## config.mk

```make
export PLATFORM = sky130hd
export DESIGN_NAME = bits_serializer
export DESIGN_NICKNAME = d
export VERILOG_FILES = /design/src/rtl/bits_serializer_pkg.sv /design/src/rtl/bits_serializer_sym_fifo2.sv /design/src/rtl/bits_serializer.sv
export SDC_FILE = /design/constraint.sdc
export NUM_CORES = 1
export LEC_CHECK = 0
export CORE_AREA = 2 2 70 72
export DETAILED_ROUTE_END_ITERATION = 6
export DIE_AREA = 0 0 72 74
export HOLD_SLACK_MARGIN = 0.12
export PLACE_DENSITY = 0.61
export RECOVER_POWER = 50
export SLEW_MARGIN = 20
export SYNTH_ARGS = -nofsm -noshare
export SYNTH_HDL_FRONTEND = slang
export SYNTH_SLANG_ARGS = --single-unit
export TNS_END_PERCENT = 100
```

## constraint.sdc

```tcl
create_clock -name clk -period 4 [get_ports clk]
set_input_delay 0.6 -clock clk [delete_from_list [all_inputs] [get_ports clk]]
set_output_delay 0.6 -clock clk [all_outputs]
set_load 0.02 [all_outputs]
```

## src/rtl/bits_serializer_pkg.sv

```systemverilog
// Shared definitions for the symbol-to-bit serializer.
//   psk_mode_e  : modulation codes shared with the mapper; each code is also
//                 the number of bits per symbol for that mode.
//   cw_of       : width of the runtime bits-per-symbol field for a given N_MAX.
//   clamp_nbits : maps a requested bits-per-symbol onto 1..N_MAX.
package bits_serializer_pkg;

    typedef enum logic [1:0] {
        MODE_BPSK = 2'd1,
        MODE_QPSK = 2'd2,
        MODE_8PSK = 2'd3
    } psk_mode_e;

    function automatic int unsigned cw_of(input int unsigned n_max);
        return $clog2(n_max + 1);
    endfunction

    // A request of 0 is treated as 1. Requests above the datapath
    // maximum saturate to that maximum.
    function automatic int unsigned clamp_nbits(input int unsigned nb,
                                                input int unsigned n_max);
        if (nb == 0)
            return 1;
        else if (nb > n_max)
            return n_max;
        else
            return nb;
    endfunction

endpackage

```

## src/rtl/bits_serializer_sym_fifo2.sv

```systemverilog
// sym_fifo2: two-entry register FIFO with a parametrised payload width.
//   clk, rst_n : clock, asynchronous active-low reset (empties the FIFO)
//   i_push     : write i_data (ignored while full)
//   i_data     : payload to write
//   i_pop      : drop the head entry (ignored while empty)
//   o_data     : head entry, valid while !o_empty
//   o_full     : two entries held
//   o_empty    : no entries held
//   o_count    : occupancy 0..2
module sym_fifo2 #(
    parameter int unsigned W = 8
) (
    input  logic         clk,
    input  logic         rst_n,
    input  logic         i_push,
    input  logic [W-1:0] i_data,
    input  logic         i_pop,
    output logic [W-1:0] o_data,
    output logic         o_full,
    output logic         o_empty,
    output logic [1:0]   o_count
);

    logic [W-1:0] r_mem [2];
    logic         r_wp;
    logic         r_rp;
    logic [1:0]   r_count;
    logic         w_push;
    logic         w_pop;

    assign o_full  = (r_count == 2'd2);
    assign o_empty = (r_count == 2'd0);
    assign o_count = r_count;
    assign o_data  = r_mem[r_rp];

    assign w_push = i_push && !o_full;
    assign w_pop  = i_pop && !o_empty;

    always_ff @(posedge clk or negedge rst_n) begin
        if (!rst_n) begin
            r_wp    <= 1'b0;
            r_rp    <= 1'b0;
            r_count <= 2'd0;
        end else begin
            if (w_push)
                r_wp <= ~r_wp;
            if (w_pop)
                r_rp <= ~r_rp;
            r_count <= r_count + {1'b0, w_push} - {1'b0, w_pop};
        end
    end

    // Storage needs no reset: entries are only read after being written.
    always_ff @(posedge clk) begin
        if (w_push)
            r_mem[r_wp] <= i_data;
    end

endmodule

```

## src/rtl/bits_serializer.sv

```systemverilog
// bits_serializer: accepts M-bit PSK symbol words over a valid/ready
// handshake, buffers up to two of them, and emits 1..N_MAX bits per symbol
// as a serial stream with first/last-of-symbol flags and back-pressure.
//   clk, rst_n : clock, asynchronous active-low reset
//   bypass     : per-symbol BPSK mode, emits only I[BYPASS_SELECTION]
//   nbits      : per-symbol bit count (0 -> 1, above N_MAX -> N_MAX)
//   I, I_vld   : symbol word and its valid; I_rdy is the registered ready
//   O, O_vld   : serial bit and its valid; O_rdy is the downstream ready
//   O_first    : current bit is the first of its symbol
//   O_last     : current bit is the last of its symbol
module bits_serializer
    import bits_serializer_pkg::*;
#(
    parameter int unsigned M                = 8,
    parameter int unsigned N_MAX            = 4,
    parameter int unsigned BYPASS_SELECTION = 1,
    parameter bit          MSB_FIRST        = 1'b0
) (
    input  logic                     clk,
    input  logic                     rst_n,
    input  logic                     bypass,
    input  logic [cw_of(N_MAX)-1:0]  nbits,
    input  logic [M-1:0]             I,
    input  logic                     I_vld,
    output logic                     I_rdy,
    output logic                     O,
    output logic                     O_vld,
    input  logic                     O_rdy,
    output logic                     O_first,
    output logic                     O_last
);

    localparam int unsigned CW = cw_of(N_MAX);
    localparam int unsigned IW = (M > 1) ? $clog2(M) : 1;
    localparam int unsigned SW = (N_MAX > 1) ? $clog2(N_MAX) : 1;
    localparam int unsigned PW = M + CW + 1;

    // Input side: clamp the configuration and store it with the word.
    logic [CW-1:0] w_in_k;
    logic [PW-1:0] w_in_payload;
    logic          w_push;
    logic          r_in_rdy;

    assign w_in_k       = bypass ? CW'(1) : CW'(clamp_nbits(32'(nbits), N_MAX));
    assign w_in_payload = {bypass, w_in_k, I};
    assign w_push       = I_vld && r_in_rdy;

    logic [PW-1:0] w_head;
    logic          w_full;
    logic          w_empty;
    logic [1:0]    w_count;
    logic          w_load;

    sym_fifo2 #(
        .W (PW)
    ) u_fifo (
        .clk     (clk),
        .rst_n   (rst_n),
        .i_push  (w_push),
        .i_data  (w_in_payload),
        .i_pop   (w_load),
        .o_data  (w_head),
        .o_full  (w_full),
        .o_empty (w_empty),
        .o_count (w_count)
    );

    logic          w_head_byp;
    logic [CW-1:0] w_head_k;
    logic [M-1:0]  w_head_word;

    assign w_head_byp  = w_head[PW-1];
    assign w_head_k    = w_head[M +: CW];
    assign w_head_word = w_head[M-1:0];

    // Output shifter: bit 0 of r_sh is always the bit on O.
    logic [N_MAX-1:0] r_sh;
    logic [CW-1:0]    r_cnt;
    logic [CW-1:0]    r_k;
    logic             r_busy;
    logic             w_first;
    logic             w_last;
    logic             w_adv;
    logic             w_full_next;
    logic [N_MAX-1:0] w_load_sh;

    assign w_first = r_busy && (r_cnt == '0);
    assign w_last  = r_busy && (r_cnt == r_k - CW'(1));
    assign w_load  = !w_empty && (!r_busy || (w_last && O_rdy));
    assign w_adv   = r_busy && O_rdy && !w_last;

    // Ready is registered from the next occupancy only, so a pop in the
    // same cycle never opens the input while the FIFO is full.
    assign w_full_next = (w_full && !w_load) ||
                         ((w_count == 2'd1) && w_push && !w_load);

    // The word is reordered at load time so that emission is always a
    // plain right shift, regardless of bit order or bypass.
    always_comb begin
        w_load_sh = '0;
        if (w_head_byp) begin
            w_load_sh[0] = w_head_word[BYPASS_SELECTION];
        end else begin
            for (int unsigned j = 0; j < N_MAX; j++) begin
                if (j < 32'(w_head_k))
                    w_load_sh[SW'(j)] = w_head_word[IW'(MSB_FIRST ?
                                        (32'(w_head_k) - 32'd1 - j) : j)];
            end
        end
    end

    always_ff @(posedge clk or negedge rst_n) begin
        if (!rst_n) begin
            r_in_rdy <= 1'b0;
            r_busy   <= 1'b0;
            r_sh     <= '0;
            r_cnt    <= '0;
            r_k      <= '0;
        end else begin
            r_in_rdy <= !w_full_next;
            if (w_load) begin
                r_busy <= 1'b1;
                r_sh   <= w_load_sh;
                r_cnt  <= '0;
                r_k    <= w_head_k;
            end else if (w_adv) begin
                r_sh  <= r_sh >> 1;
                r_cnt <= r_cnt + CW'(1);
            end else if (r_busy && O_rdy) begin
                // Last bit taken and nothing pending.
                r_busy <= 1'b0;
            end
        end
    end

    assign I_rdy   = r_in_rdy;
    assign O       = r_busy && r_sh[0];
    assign O_vld   = r_busy;
    assign O_first = w_first;
    assign O_last  = w_last;

endmodule

```

; ---- After elaboration in Yosys (flattened, before gate mapping)
; Memory sizes are Yosys's and may differ from the RTL's.
; Index checks and enable logic that the tools add are counted.
[totals]
reg_bits = 16
memories = 1
rom_bits = 0
mem_bits_rw = 24
in_bits = 16
latch_bits = 0
out_inout_bits = 5
wordCells = 69
[mem_list]
columns = name, words, word_bits, rd, rd_ports_with_merged_regs, wr, line
row1 = u_fifo.r_mem, 2, 12, 1, 0, 1, bits_serializer_sym_fifo2.sv:24  ; logic [W-1:0] r_mem [2];
[classes]
n_eq_ne = 4
muxes = 18
mul = 0
div_mod_pow = 0
bitwise_logic = 2
shifts = 0
addsub = 4
reduce_logical = 27
n_lt_le_gt_ge = 5
[op_table]
columns = cell, n
row1 = 3-bit two-way mux, 6
row2 = 1-bit logical AND, 13
row3 = 1-bit two-way mux, 10
row4 = 4-bit two-way mux, 2
row5 = 1-bit logical NOT, 6
row6 = 3-bit logical NOT, 2
row7 = 1-bit by 3-bit less-than comparator with 1-bit output (first input constant), 2
row8 = 2-bit by 3-bit less-than comparator with 1-bit output (first input constant), 2
row9 = 2-bit nonzero test, 2
row10 = 3-bit by 1-bit adder with 3-bit output (second input constant), 1
row11 = 3-bit equality test, 1
row12 = 3-bit greater-than comparator (second input constant), 1
row13 = 3-bit by 1-bit subtractor with 3-bit output (second input constant), 1
row14 = 2-bit by 1-bit adder with 2-bit output, 1
row15 = 2-bit by 1-bit equality test with 1-bit output (second input constant), 1
row16 = 2-bit equality test (second input constant), 1
row17 = 2-bit logical NOT, 1
row18 = 1-bit logical OR, 2
row19 = 2-bit by 1-bit inequality test with 1-bit output (second input constant), 1
row20 = 1-bit inverter, 2
row21 = 2-bit AND reduction, 1
row22 = 2-bit by 1-bit subtractor with 2-bit output, 1

; ---- Depth between registers and ports, before layout
[logic_depth]
depth_word = 10
depth_mapped = 9
depth_no_buf = 9

; ---- By module
; A second synthesis with hierarchy kept.
[hier_totals]
hier_cells = 133
area_unflattened_um2 = 1873.0
[by_module_without_submodules]
columns = mod, cells_per_inst, seq_area_each_um2, area_per_inst_um2, n_inst
row1 = sym_fifo2, 57, 820.8, 1108.6, 1
row2 = bits_serializer, 76, 300.3, 764.5, 1

; ---- Worst setup path before layout
; No wires, ideal clock.
[synth_timing]
path_kind = register to register
start = register r_k[0]
end = register u_fifo.r_count[1], in the netlist u_fifo.o_count[1]
t_arrival_ns = 2.182
stages_incl_launch_ff = 10
period_less_slack_ns = 2.262
path_buffers = 0
required_time_ns = 3.920
setup_slack_ns = 1.738
setup_ns = 0.080
cell_sequence = dfrtp_1 -> inv_1 -> ha_1 -> xnor2_1 -> o41ai_4 -> ha_1 -> inv_1 -> ha_1 -> xnor2_1 -> xnor2_1
[synth_between]
elab_chain_len = 8
[synth_rtl]
columns = item, line
row1 = from (decl), bits_serializer.sv:79  ; logic [CW-1:0] r_k;
row2 = from (signal assigned), bits_serializer.sv:125  ; r_k <= w_head_k;
row3 = 3-bit by 1-bit subtractor with 3-bit output, bits_serializer.sv:88  ; assign w_last = r_busy && (r_cnt == r_k - CW'(1));
row4 = 3-bit equality test, bits_serializer.sv:88
row5 = 1-bit logical AND, bits_serializer.sv:88
row6 = 1-bit logical AND, bits_serializer.sv:89  ; assign w_load = !w_empty && (!r_busy || (w_last && O_rdy));
row7 = 1-bit logical OR, bits_serializer.sv:89
row8 = 1-bit logical AND, bits_serializer.sv:89
row9 = 1-bit logical AND, bits_serializer_sym_fifo2.sv:37  ; assign w_pop = i_pop && !o_empty;
row10 = named net u_fifo.w_pop, bits_serializer_sym_fifo2.sv:29  ; logic w_pop;
row11 = 2-bit by 1-bit subtractor with 2-bit output, bits_serializer_sym_fifo2.sv:49  ; r_count <= r_count + {1'b0, w_push} - {1'b0, w_pop};
row12 = to (signal assigned), bits_serializer_sym_fifo2.sv:49
row13 = to (decl), bits_serializer_sym_fifo2.sv:27  ; logic [1:0] r_count;
; The timed path passes the listed nets, and every way through them passes these cells.
; A chain may end at the register's enable or synchronous reset.

; ---- Worst setup path in the final report
[layout_timing]
start = register r_k[0]
end = output port O_last
[layout_between]
elab_chain_len = 3
[layout_rtl]
columns = item, line
row1 = 3-bit by 1-bit subtractor with 3-bit output, bits_serializer.sv:88
row2 = 3-bit equality test, bits_serializer.sv:88
row3 = 1-bit logical AND, bits_serializer.sv:88
row4 = to (decl), bits_serializer.sv:30  ; output logic O_last
; No other way between the ends.

==> results.cfg <==
[sta]
drv_slew = 0
worst_pin_slew_ns = 0.7437
rsz0062_at_grt = no
timing.hold.ws_ns = 0.4930
setup_violations = 0
tns_ns = 0
max_clock_freq_ghz = 0.3296
slew_headroom_pct = 50.25
fin_crit_sh_pct = 75.84
finalHoldViolations = 0
period_needed_ns = 3.034
clock-skew-final_ns = 0.008857

[place]
gp_congestion = 0.8394
hpwl_um = 2129
io_buffers = 16

[layout]
regArea_um2 = 880.8
drive_gt1_share_pct = 9.091
n_fill_cell = 430
antenna_cells = 0
nNetsFinal = 174
area_growth_pct = 20.02
multi_input_area_um2 = 626.9
final_util_pct = 40.95

[min_path]
worstHoldEndpoint = u_fifo.r_wp$_DFFE_PN0P_
min_from = u_fifo.r_wp$_DFFE_PN0P_
worstHoldPathType = reg -> reg
hold_depth = 1

[power_and_ir_drop]
leakagePower_uw = 0.0007685
power_uw = 1413
p_clk_share_pct = 19.6
ir_worst_vdd_v = 0.0002771
p_comb_share_pct = 40.5
p_per_area_nw_per_um2 = 750.2
power.switching_uw = 532.6
swShare_pct = 37.70
seqPwrFrac_pct = 39.9
p_int_uw = 880.0

[drt]
drtAntennaViolNets = 0
drtPass1Iterations = 4
viasPerCell = 4.947
remaining_drc_errors = 0
drtIter0Drc = 87
via_count = 1029
drt-total-wl_um = 2898
wire_per_inst_um = 13.93

[worst_setup_path]
end_kind = primary output
required_ns = 3.40
worst_r2r_endpoint = u_fifo.o_count[1]$_DFF_PN0_
startpoint_type = register
path_max_fanout = 6
regToRegSetupSlack_ns = 1.49
r2r_cells = 9
timing_worst_setup_path_type = reg -> out
critPathArrivalTime_ns = 2.43
r2r-start = r_k[0]$_DFFE_PN0N_

[yosys]
synth_compound_area_share_pct = 13.08
synthArstFlopShare_pct = 50.00
synthMuxAreaShare_pct = 4.545
synth_top_area_share_pct = 30.62
synth_area_um2 = 1569
synth.top_cells.by_area = edfxtp_1 31%, dfrtp_1 26%, ha_1 4.0%
yosysTopAreaCell = edfxtp_1
synthSimpleGateAreaFrac_pct = 13.48
synth_seq_area_share_pct = 56.14
synthTopCellsByCount = 16 x dfrtp_1, 16 x edfxtp_1, 11 x inv_1, 11 x nor2_1, 7 x a21oi_1
synth_top_family_by_area = simple AND/OR/NAND/NOR gates
synth_xor_area_share_pct = 4.864
ys_types = 38
syn-mean-instance-area_um2 = 11.71
synth-seq-cells = 32
yosysWarnings = 0
synth_edf_count = 16
syn_nets = 155
synth-adder-area-share_pct = 3.987
ys.flop_type = edfxtp_1
postSynthCellCount = 134

[floorplan]
die_h_um = 74
core-area_um2 = 4598
initial_core_util_pct = 34.12
rows = 25
die_area_um2 = 5328
die_w_um = 72
top_level_ports = 21

[global_route]
grt_start_max_net_pins = 17
grt_pass1_wl_um = 5071
met1_usage_pct = 14.32
met2_usage_pct = 21.71
top_usage_layer = met2
grt_pass1_vias = 1133
antenna_found_initial = 0
met3_usage_pct = 4.336
grt-ovfl-total = 0
grt_usage_pct = 12.39

[clock_tree]
clkLatencyLatePin_ns = 0.28
clkTransAtPathRegs_ns = 0.07
cts-root-buf = clkbuf_8
clock-sinks = 32
holdBufCountCts = 0
post-cts-setup-buffers = 0
htree_levels = 2
clockBufferDepth = 2
cts_tree = done
cts_resized = 0
cts_made_buffers = 5

[status]
status = completed

[job]
drv_cap = 0
==> routing by layer <==
| metal | wire [um] | up-vias |
|---|---|---|
| met2 | 1453 | 17 |
| met1 | 1315 | 491 |
| li1 | - | 519 |
| met4 | 8 | 0 |
| met5 | 0 | - |
| met3 | 122 | 2 |
==> state kept, by name, summed over array words and instances (netlist names), 2 cells and up <==
signal          count
u_fifo.r_mem       16
r_sh                4
r_cnt               3
r_k                 3
u_fifo.o_count      2
==> critical path, stage by stage, from the launching register on <==
cell and delay, ns:
dfrtp_1 0.39, inv_1 0.06, ha_1 0.31, xnor2_1 0.20, or3_1 0.48, nor2_1 0.12
clkdlybuf4s50_1 0.61
==> layout by cell type, fill, tap and decap left out, types with 2 or more instances in the layout <==
cell             netlist  routed
nor2_1                11      11
o21ai_0                3       3
or3_1                  2       2
dfrtp_1               16      16
nand3_1                2       2
clkdlybuf4s50_1        0       9
nand2b_1               2       2
o22ai_1                2       2
o221ai_1               2       2
nor2b_1                3       3
edfxtp_1              16      16
a21o_1                 2       2
dlygate4sd3_1          0       7
a31oi_1                3       3
clkbuf_1               4       2
xnor2_1                4       4
a21oi_1                7       7
ha_1                   5       5
mux2i_1                6       6
inv_1                 11      11
o21bai_1               2       2
xor2_1                 2       2
nor3b_1                2       2
clkbuf_8               0       5
nor3_1                 6       6
nand4_1                3       3
nand2_1                4       4
==> power by group through the flow <==
stage | clock [uW] | sequential [uW] | combinational, uW
6_report | 277 | 563 | 572
5_1_grt | 299 | 578 | 638
4_1_cts | 283 | 565 | 584
3_5_place_dp | 0 | 571 | 581
3_3_place_gp | 0 | 564 | 554
2_1_floorplan | 0 | 527 | 460
==> area by class of cell <==
type	count	area share, %
clock buffers	7	5.183
clock inverters	1	0.2658
inverters	11	2.193
multi-input cells	86	33.29
flip-flops and latches	32	46.78
well taps	54	3.588
repair buffers	17	8.704
==> worst max-delay path by stage <==
stage | start | to | slack (ns) | cells after the start
detailed placement | O_rdy | u_fifo.o_count[1]$_DFF_PN0_ | 0.96 | 8
floorplan | r_k[0]$_DFFE_PN0N_ | u_fifo.o_count[1]$_DFF_PN0_ | 1.74 | 9
finish | r_k[0]$_DFFE_PN0N_ | O_last | 0.97 | 6
global route | r_k[0]$_DFFE_PN0N_ | O_last | 0.82 | 6
CTS | r_k[0]$_DFFE_PN0N_ | O_last | 0.94 | 6
global placement | O_rdy | u_fifo.o_count[1]$_DFF_PN0_ | 1.05 | 8
==> cells by family (layout without fill, tap and decap cells) <==
group | after synthesis | in the layout
muxes | 7 | 7
AOI/OAI and AO/OA | 27 | 27
and+or+nand+nor | 40 | 40
buffers and inverters | 16 | 36
xor gates and xnor gates | 7 | 7
adders and majority gates | 5 | 5
DFF | 32 | 32
==> stage by stage <==
step,area [um2],setup slack (ns),cells
2_1_floorplan,1569,1.738,134
3_3_place_gp,1784,1.055,200
3_5_place_dp,1784,0.9637,200
4_1_cts,1887,0.9447,208
5_1_grt,1883,0.8230,208
6_report,1883,0.9664,208
Power figures use the tool's default switching activity.
